--- src/rtl/counter_sched.sv ---
// ---------------------------------------------------------------------------
// counter_sched
//
// Sequencing controller for a basic up-counter. The block owns a WIDTH-bit
// count register and decides when it clears, advances, holds and wraps. It
// provides start/stop/pause control, a programmable terminal period, one-shot
// or periodic operation, and a one-cycle tick at each period boundary.
//
// Ports:
//   clk      in   1      system clock, all state changes on the rising edge
//   rst      in   1      asynchronous active-low reset (0 = in reset)
//   start    in   1      loads period/mode and (re)starts counting
//   stop     in   1      abort, return to IDLE (wins over start)
//   pause    in   1      freezes counting while high in RUN/HOLD
//   incr     in   1      count enable / prescaler strobe
//   mode     in   1      0 = one-shot, 1 = periodic (sampled with start)
//   period   in   WIDTH  terminal count, 1..2^WIDTH-1 (sampled with start)
//   cnt_out  out  WIDTH  current count, 0..period_q-1
//   tick     out  1      one-cycle pulse on period completion
//   done     out  1      high in DONE (one-shot finished)
//   busy     out  1      high in RUN or HOLD
//   err      out  1      one-cycle pulse when a start with period=0 is rejected
// ---------------------------------------------------------------------------
module counter_sched #(
  parameter int WIDTH = 8
) (
  input  logic             clk,
  input  logic             rst,
  input  logic             start,
  input  logic             stop,
  input  logic             pause,
  input  logic             incr,
  input  logic             mode,
  input  logic [WIDTH-1:0] period,
  output logic [WIDTH-1:0] cnt_out,
  output logic             tick,
  output logic             done,
  output logic             busy,
  output logic             err
);

  typedef enum logic [1:0] {
    IDLE = 2'd0,
    RUN  = 2'd1,
    HOLD = 2'd2,
    DONE = 2'd3
  } state_t;

  localparam logic [WIDTH-1:0] ONE  = {{(WIDTH-1){1'b0}}, 1'b1};
  localparam logic [WIDTH-1:0] ZERO = '0;

  state_t           state;
  logic [WIDTH-1:0] period_q;
  logic             mode_q;

  // Terminal value of the count for the captured period. period_q is never 0
  // while counting, so this never underflows in RUN.
  logic [WIDTH-1:0] last_cnt;
  logic             at_last;

  assign last_cnt = period_q - ONE;
  assign at_last  = (cnt_out == last_cnt);

  // Single registered FSM. Per-cycle priority is stop > start > pause > incr.
  // busy/done are registered alongside the state so they change on the same
  // edge as the state transition. tick and err default low so each is a
  // one-cycle pulse.
  always_ff @(posedge clk or negedge rst) begin
    if (!rst) begin
      state    <= IDLE;
      cnt_out  <= ZERO;
      period_q <= ZERO;
      mode_q   <= 1'b0;
      tick     <= 1'b0;
      done     <= 1'b0;
      busy     <= 1'b0;
      err      <= 1'b0;
    end else begin
      tick <= 1'b0;
      err  <= 1'b0;

      if (stop) begin
        state   <= IDLE;
        cnt_out <= ZERO;
        done    <= 1'b0;
        busy    <= 1'b0;
      end else if (start) begin
        // A zero period is rejected without disturbing the current state or
        // count; the start cycle never counts, even with incr high.
        if (period != ZERO) begin
          period_q <= period;
          mode_q   <= mode;
          cnt_out  <= ZERO;
          state    <= RUN;
          done     <= 1'b0;
          busy     <= 1'b1;
        end else begin
          err <= 1'b1;
        end
      end else begin
        case (state)
          IDLE: begin
            cnt_out <= ZERO;
          end

          RUN: begin
            if (pause) begin
              state <= HOLD;
            end else if (incr) begin
              if (at_last) begin
                // Wrap and tick on the same edge; one-shot ends here.
                cnt_out <= ZERO;
                tick    <= 1'b1;
                if (!mode_q) begin
                  state <= DONE;
                  done  <= 1'b1;
                  busy  <= 1'b0;
                end
              end else begin
                cnt_out <= cnt_out + ONE;
              end
            end
          end

          HOLD: begin
            // The release edge only changes state; counting picks up on the
            // next incr seen in RUN.
            if (!pause) begin
              state <= RUN;
            end
          end

          DONE: begin
            cnt_out <= ZERO;
          end

          default: begin
            state   <= IDLE;
            cnt_out <= ZERO;
            done    <= 1'b0;
            busy    <= 1'b0;
          end
        endcase
      end
    end
  end

endmodule

--- config.mk ---
export PLATFORM = sky130hd
export DESIGN_NAME = counter_sched
export DESIGN_NICKNAME = d
export VERILOG_FILES = /design/src/rtl/counter_sched.sv
export SDC_FILE = /design/constraint.sdc
export NUM_CORES = 1
export LEC_CHECK = 0
export BUFFER_PORTS_ARGS = -buffer_cell sky130_fd_sc_hd__buf_2
export CORE_MARGIN = 4
export CORE_UTILIZATION = 45
export CTS_CLUSTER_DIAMETER = 50
export DETAILED_ROUTE_END_ITERATION = 10
export PLACE_DENSITY = 0.67
export REMOVE_ABC_BUFFERS = 1
export SKIP_CTS_REPAIR_TIMING = 1
export SKIP_LAST_GASP = 1
export SYNTH_ARGS = -nofsm -noshare
export SYNTH_HDL_FRONTEND = slang
export SYNTH_SLANG_ARGS = --single-unit
--- constraint.sdc ---
create_clock -name clk -period 4.2 [get_ports clk]
set_input_delay 0.21 -clock clk [delete_from_list [all_inputs] [get_ports clk]]
set_output_delay 0.21 -clock clk [all_outputs]
set_load 0.02 [all_outputs]
* Yosys cells after proc, flatten, opt, wreduce, memory -nomap -nowiden
Cells that the tools add are included.
** Operators by class
- Muxes and demuxes :: 41
- Reductions and logical operators :: 12
- Magnitude comparators :: 0
- Shifts and indexed selects :: 0
- Multiply operators :: 0
- Divide/modulo/power cells :: 0
- Equal/unequal tests :: 13
- Add/sub/neg operators :: 2
- Bitwise operators :: 1
** Operators with widths (count)
- 2-to-1 mux 8 bit :: 6
- 2-to-1 mux 1 bit :: 25
- 2-to-1 mux 2 bit :: 8
- case mux 8 bit (2 select lines) :: 1
- != test 5 bit, second input constant :: 3
- != test 4 bit, second input constant :: 3
- AND reduction 6 bit :: 2
- nonzero test 3 bit :: 3
- adder 8 x 1 -> 8 bit, second input constant :: 1
- equality test 8 bit :: 1
- nonzero test 4 bit :: 2
- nonzero test 8 bit :: 1
- subtractor 8 x 1 -> 8 bit, second input constant :: 1
- != test 3 bit, second input constant :: 2
- equality test 2 bit, second input constant :: 2
- case mux 2 bit (2 select lines) :: 1
- AND reduction 4 bit :: 1
- != test 3 x 1 -> 1 bit, second input constant :: 1
- AND reduction 3 bit :: 1
- equality test 2 x 1 -> 1 bit, second input constant :: 1
- zero test 2 bit :: 1
- OR reduction 2 bit :: 1
- NOT 1 bit :: 1
** Storage, ports and cells
- Input bits :: 15
- Logic and storage cells :: 77
- Bits in registers :: 23
- Bits in latches :: 0
- Output and inout port bits :: 12
- RAM bits :: 0
- ROM bits :: 0
- Memories :: 0

* Logic depth before layout (Yosys ltp)
Gate-level depths: netlist of run 1.
- Depth in word-level cells :: 8
- Depth in mapped cells :: 9
- Depth with buffers taken out :: 8

* Least setup slack after synthesis of run 1
OpenSTA, ideal clock, no wires.
- Path kind :: register to register
- From :: register period_q[0]
- To :: register state[0]
- Cell stages (with the launch flop) :: 9
- Buffers on the path :: 0
- Period minus slack after synthesis :: 2.068 ns
- Arrival time :: 1.941 ns
- Slack :: 2.132 ns
- Required time :: 4.072 ns
- Setup time :: 0.128 ns
- Cell sequence :: dfrtp_1 > inv_1 > ha_1 > nor3b_1 > xnor2_2 > o2111ai_2 > nor4_4 > o221ai_2 > mux2_1
** On the way
- Longest elaborated chain between the ends :: 4
** RTL lines
- start, declared :: RTL line 53 : logic [WIDTH-1:0] period_q;
- start signal, assigned :: RTL line 91 : period_q <= period;
- subtractor 8 x 1 -> 8 bit :: RTL line 61 : assign last_cnt = period_q - ONE;
- equality test 8 bit :: RTL line 62 : assign at_last = (cnt_out == last_cnt);
- != test 5 bit (no line)
- AND reduction 6 bit (no line)
- end signal, assigned :: RTL line 70 : state <= IDLE;
- end signal, assigned :: RTL line 83 : state <= IDLE;
- end signal, assigned :: RTL line 94 : state <= RUN;
- end, declared :: RTL line 52 : state_t state;
Every way passes these cells.
A chain may end at the register's enable or synchronous reset.

* Worst setup path in the final report of run 1
- From :: register state[1]
- To :: register cnt_out[6]
** On the way
- Longest elaborated chain between the ends :: 5
- Elaborated cells on any way between the ends :: 11
- Classes of those cells :: eq/ne (4); mux (3); reduce/logical (4)
** RTL lines
- equality test 2 bit / zero test 2 bit (equally long branches) :: RTL line 101 : case (state)
- OR reduction 2 bit (no line)
- case mux 8 bit (2 select lines) :: RTL line 101
- 2-to-1 mux 8 bit :: RTL line 87 : end else if (start) begin
- 2-to-1 mux 8 bit :: RTL line 82 : if (stop) begin
- end signal, assigned :: RTL line 120 : cnt_out <= cnt_out + ONE;
- end, declared :: RTL line 35 : output logic [WIDTH-1:0] cnt_out,
Parallel ways exist; a longest one is shown, timed or not.

==> results of run 1 <==
-- layer usage --
layer | track usage, % | share of wire [%]
met4 | 6.20 | 1.5
met2 | 24.3 | 48
met5 | 0 | 0
met1 | 20.6 | 47
met3 | 2.66 | 3.6
-- final timing paths --
| kind | start | end | cells after the start | slack (ns) |
|---|---|---|---|---|
| max | state[1] | cnt_out[6] | 8 | 1.66 |
| min | period[0] | period_q[0] | 3 | 0.11 |
| max reg2reg | state[1] | cnt_out[6] | 8 | 1.66 |
| min reg2reg | state[0] | state[0] | 1 | 0.55 |
| max in group asynchronous | rst | period_q[6] | 2 | 3.47 |
| min in group asynchronous | rst | cnt_out[2] | 2 | 0.37 |
-- cells in the mapped netlist (all sizes together) --
cell type | instances | area share (%)
nor2 | 13 | 3.5
and3 | 1 | 0.45
or3 | 1 | 0.81
a21oi | 3 | 1.1
clkbuf | 3 | 0.90
o21a | 1 | 0.54
nand2 | 8 | 2.2
a221oi | 1 | 0.63
o31a | 1 | 0.63
or2 | 2 | 0.90
o22ai | 1 | 0.90
a21o | 1 | 0.54
nor3 | 5 | 2.2
dfrtp | 23 | 41
a2bb2oi | 1 | 0.63
nor3b | 2 | 1.1
nor4b | 1 | 0.63
and2 | 2 | 0.90
nor4 | 4 | 4.0
xor2 | 10 | 6.3
a31oi | 3 | 1.4
mux2 | 9 | 7.3
nand3b | 1 | 0.54
ha | 4 | 3.6
o21ai | 4 | 1.4
xnor2 | 7 | 6.0
nand2b | 3 | 1.4
nand3 | 4 | 1.8
and4 | 1 | 0.63
o221ai | 1 | 1.1
o2111ai | 1 | 1.1
inv | 7 | 1.9
nand4 | 3 | 1.4
nor2b | 1 | 0.45
-- registers in the layout, summed over array words and instances (netlist names) --
name and cells:
tick 1, cnt_out 8, period_q 8, busy 1
mode_q 1, state 2, done 1, err 1
-- metrics by stage --
stage                     util [%]  total power, W  setup WS [ns]  hold WS [ns]
final                         55.5        0.000498           1.66         0.114
after global routing          55.5        0.000530           1.40         0.103
after CTS                     55.2        0.000500           1.66        -0.141
after detailed placement      54.2        0.000397           1.68         0.218
after global placement        54.2        0.000391           1.86         0.210
after floorplan                  -        0.000360           1.97       -0.0856
-- area by class of cell --
class                   count  area (sq um)  share of cell area [%]
inverters                   7          26.3                    1.66
clock buffers               3          22.5                    1.42
flip-flops and latches     23           576                    36.3
repair buffers             27           140                    8.85
multi-input cells         100           776                    49.0
clock inverters             1          5.00                   0.316
well taps                  31          38.8                    2.45
-- cell families (layout without fill, tap and decap cells) --
group / count (synthesis) / count (layout) / share of synthesized area (%)
multiplexers: 9 / 9 / 7.29
adder cells (fa/ha/maj): 4 / 4 / 3.60
AND/OR/NAND/NOR: 52 / 52 / 22.7
buffers and inverters: 10 / 38 / 2.79
flip-flops: 23 / 23 / 41.4
XOR/XNOR: 17 / 17 / 12.3
AO/OA/AOI/OAI: 18 / 18 / 9.90
-- worst max-delay path, delay by kind of cell, from the launching register on --
family          cells  cell delay, ns
compound gates      3            1.08
simple gates        3            0.64
flops               1            0.43
fa+ha+maj           1            0.20
buf+inv             1            0.07
-- power breakdown --
part,internal (W),switching [W]
sequential,0.000238,0.0000238
combinational,0.0000612,0.0000683
clock,0.0000356,0.0000703
==> reports/qor.csv, run 1 <==
metric,value,unit
timing.critical_path.from_type,flop,
period_needed,2.54,ns
syn-cell-area,1390,sq um
ios,27,
total_leakage_power,0.734,nW
clock_skew,0.0150,ns
clock_sinks,23,
place.gp.congestion,0.782,
power_density,314,nW/um^2
dieArea,4040,sq um
crit_path_end_kind,flop,
fp-row-count,19,
routed-via-count,1050,
grt_util_all_layers,15.3,%
fin_nets,181,
dpl_cell_area,1550,sq um
finalHoldViolations,0,
placed_cells_incl_taps,187,
fin_area,1580,sq um
slowest_delay,0.69,ns
numPortBuffers,26,
synth_area_per_cell,10.5,sq um
drive_gt1_share,31.1,%
wl_per_cell,14.3,um
grt_pass1_vias,1064,
worstPathMaxFanout,11,
setup_viol,0,
arrival,2.74,ns
wl,2.75,mm
hpwl,2.17,mm
final_common_cell,buf_2,
synth_cell_type_count,41,
seq_area_frac_synth,41.4,%
start_util,48.7,%
antenna_found_initial,0,
path_class,flop to flop,
yosys_warnings,0,
insertion_delay,0.32,ns
diodes,0,
crit_chain,inv_1 > ha_1 > nand2_1 > or2_2 > a31oi_1 > nand4_1 > o21a_1 > a2bb2oi_1,
area_growth,14.0,%
grt_first_pass_wirelength,4.92,mm
core_area,2850,sq um
grt_max_degree,24,
drtIter0Drc,27,
drv_cap,0,
drtAntennaViolNets,0,
finalCritPeriodShare,60.6,%
dr.pass1.iters,4,
drv_slew,0,
cts_inserted_buffers,3,
die_w,63.6,um
htreeDepth,1,
crit_slowest_cell,a31oi_1,
syn-instance-count,133,
max_freq,393,MHz
outcome,"complete, no violations",
tightestPinTransition,0.834,ns
finalNonFillerCells,192,
rsz0062_at_grt,false,
overflow,0,
slew_headroom,44.1,%
setup_tns,0,ns
peakVddDrop,0.000165,V
hold_class,primary input to flop,
crit_required,4.39,ns
die_h,63.6,um
cts_tree,yes,
cts_root_buf,clkbuf_4,
drc,0,
clk_pin_slew_worst_paths,0.14,ns
fillCellCount,263,
clock_path_buffers,2,
final_cell_mix,"buf_2, dfrtp_1, nor2_1",
ys_ff_latch,23,
via_per_inst,5.47,
(Power assumes the default switching activity.)
==> inputs of run 2 (changes only) <==
--- a/config.mk
+++ b/config.mk
@@ -10,7 +10,7 @@
 export CORE_UTILIZATION = 45
 export CTS_CLUSTER_DIAMETER = 50
 export DETAILED_ROUTE_END_ITERATION = 10
-export PLACE_DENSITY = 0.67
+export PLACE_DENSITY = 0.7
 export REMOVE_ABC_BUFFERS = 1
 export SKIP_CTS_REPAIR_TIMING = 1
 export SKIP_LAST_GASP = 1
==> constraint.sdc (replaced) <==
create_clock -name clk -period 2.1 [get_ports clk]
set_input_delay 0.105 -clock clk [delete_from_list [all_inputs] [get_ports clk]]
set_output_delay 0.105 -clock clk [all_outputs]
set_load 0.02 [all_outputs]
==> run 2 against run 1 <==
Net effect:
- global-route usage hardly changed
- combinational power is 120% higher
- die area stayed put
- critical path type unchanged
- sequential share of layout area is 1.1 points lower
- critical path depth stayed put
- non-clock buffer count is 4 higher
- hold slack worse by 0.073 ns
- core utilization is 1.9 points higher
- count of clock-buffer cells in the layout is 1 higher
==> reports/qor.csv, run 2 (synthesis results as in run 1) <==
metric,value,unit,change
arrival,2.24,ns,-0.50 ns
clock_path_buffers,2,,unchanged
dpl_cell_area,1580,sq um,+1.9%
path_class,flop to flop,,
final_common_cell,buf_2,,
overflow,0,,unchanged
antenna_found_initial,0,,unchanged
dieArea,4040,sq um,unchanged
finalHoldViolations,0,,unchanged
start_util,48.7,%,unchanged
wl_per_cell,14.9,um,+3.7%
worstHoldStart,period[0],,
clock_sinks,23,,unchanged
grt_max_degree,24,,unchanged
drv_cap,0,,unchanged
drc,0,,unchanged
intPower,0.000688,W,+110%
worstPathMaxFanout,3,,-8
drv_slew,0,,unchanged
swShare,32.0,%,-0.64 points
power.switching,0.000324,W,+99%
clk_pin_slew_worst_paths,0.13,ns,about the same
total_power,0.00101,W,+100%
die_h,63.6,um,unchanged
pwr-share-comb,28.2,%,+2.2 points
startpoint,period_q[0],,
clkPwrFrac,19.9,%,-1.4 points
grt_util_all_layers,15.3,%,+0.017 points
fp-row-count,19,,unchanged
finalCritPeriodShare,97.3,%,+37 points
drive_gt1_share,35.2,%,+4.1 points
hold_ws,0.0407,ns,-0.0731 ns
slowest_delay,0.41,ns,-0.28 ns
cts_inserted_buffers,3,,unchanged
fin_nets,185,,+2.2%
ios,27,,unchanged
timing.rr.start,period_q[0],,
fillCellCount,261,,-0.76%
rsz0062_at_grt,true,,
diodes,0,,unchanged
numPortBuffers,26,,unchanged
wl,2.92,mm,+5.8%
via_per_inst,5.46,,-0.17%
setup_viol,0,,unchanged
place.gp.congestion,0.823,,+5.3%
area_growth,17.9,%,
die_w,63.6,um,unchanged
p_seq_share,51.9,%,-0.8 points
drtAntennaViolNets,0,,unchanged
final_cell_mix,"buf_2, dfrtp_1, nor2_1",,
peakVddDrop,0.000327,V,+99%
reg_top3,"cnt_out: 8 flops, period_q: 8 flops, state: 2 flops",,
cts_root_buf,clkbuf_4,,
outcome,"complete, no violations",,
tightestPinTransition,0.520,ns,-0.314 ns
setup_tns,0,ns,unchanged
timing.critical_path.from_type,flop,,
power_density,617,nW/um^2,+96%
hpwl,2.25,mm,+3.8%
hold_class,primary input to flop,,
total_leakage_power,0.754,nW,+2.7%
grt_pass1_vias,1116,,+4.9%
max_freq,490,MHz,+25%
crit_required,2.30,ns,-2.09 ns
routed-via-count,1070,,+1.9%
htreeDepth,1,,unchanged
final_core_util,57.5,%,+1.9 points
insertion_delay,0.30,ns,-0.02 ns
crit_chain,inv_1 > ha_2 > xor2_1 > xnor2_2 > o2111ai_2 > nor4_4 > o221ai_2 > mux2_1,,
core_area,2850,sq um,unchanged
period_needed,2.04,ns,-0.502 ns
drtIter0Drc,28,,+3.7%
slew_headroom,65.3,%,+21 points
cts_tree,yes,,
fin_area,1640,sq um,+3.5%
clock_skew,0.00503,ns,-0.00995 ns
crit_path_end_kind,flop,,
dr.pass1.iters,4,,unchanged
grt_first_pass_wirelength,5.01,mm,+1.8%
crit_slowest_cell,dfrtp_1,,
run 2: cell count changes in the layout (fill, tap and decap cells not counted), sizes merged:
cell / before / now
clkinv: 1 / 0
clkbuf: 3 / 4
buf: 26 / 30
run 2: through the flow:
stage               setup slack (ns)  std cells
floorplan                     -0.128        130
global placement              0.0536        191
detailed placement           -0.0945        191
CTS                           -0.113        195
global route                 -0.0185        196
finish                        0.0577        196
run 2: power by group through the flow:
| stage | sequential, W | clock (W) | combinational (W) |
|---|---|---|---|
| detailed placement | 0.000531 | 0 | 0.000275 |
| floorplan | 0.000528 | 0 | 0.000193 |
| global route | 0.000531 | 0.000239 | 0.000313 |
| finish | 0.000525 | 0.000201 | 0.000285 |
| CTS | 0.000522 | 0.000213 | 0.000277 |
| global placement | 0.000529 | 0 | 0.000267 |
run 2: critical path, delay by kind of cell, from the launching register on:
kind,cells,cell delay (ns)
muxes,1,0.33
xor gates and xnor gates,2,0.37
buffers and inverters,1,0.08
AOI/OAI and AO/OA,2,0.33
DFF,1,0.41
adders and majority gates,1,0.20
and+or+nand+nor,1,0.22
run 2: path summary, 6_finish.rpt:
kind	slack, ns	endpoint	depth (start not counted)
worst min-delay path	0.04	period_q[0]	3
worst max-delay path	0.06	state[1]	8
worst max register to register	0.06	state[1]	8
worst min register to register	0.55	state[1]	1
min in group asynchronous	0.29	state[0]	2
max in group asynchronous	1.43	period_q[2]	2
run 2: routing by layer:
metal	global-route usage [%]	wire (um)
met3	2.84	107
met1	19.5	1300
met4	4.04	14
met5	0	0
met2	26.5	1500
run 2: area by class of cell:
class | instances | area [sq um] | area share (%)
well taps | 31 | 38.8 | 2.37
clock buffers | 4 | 26.3 | 1.60
inverters | 7 | 26.3 | 1.60
repair buffers | 31 | 170 | 10.4
flip-flops and latches | 23 | 577 | 35.2
multi-input cells | 100 | 801 | 48.9
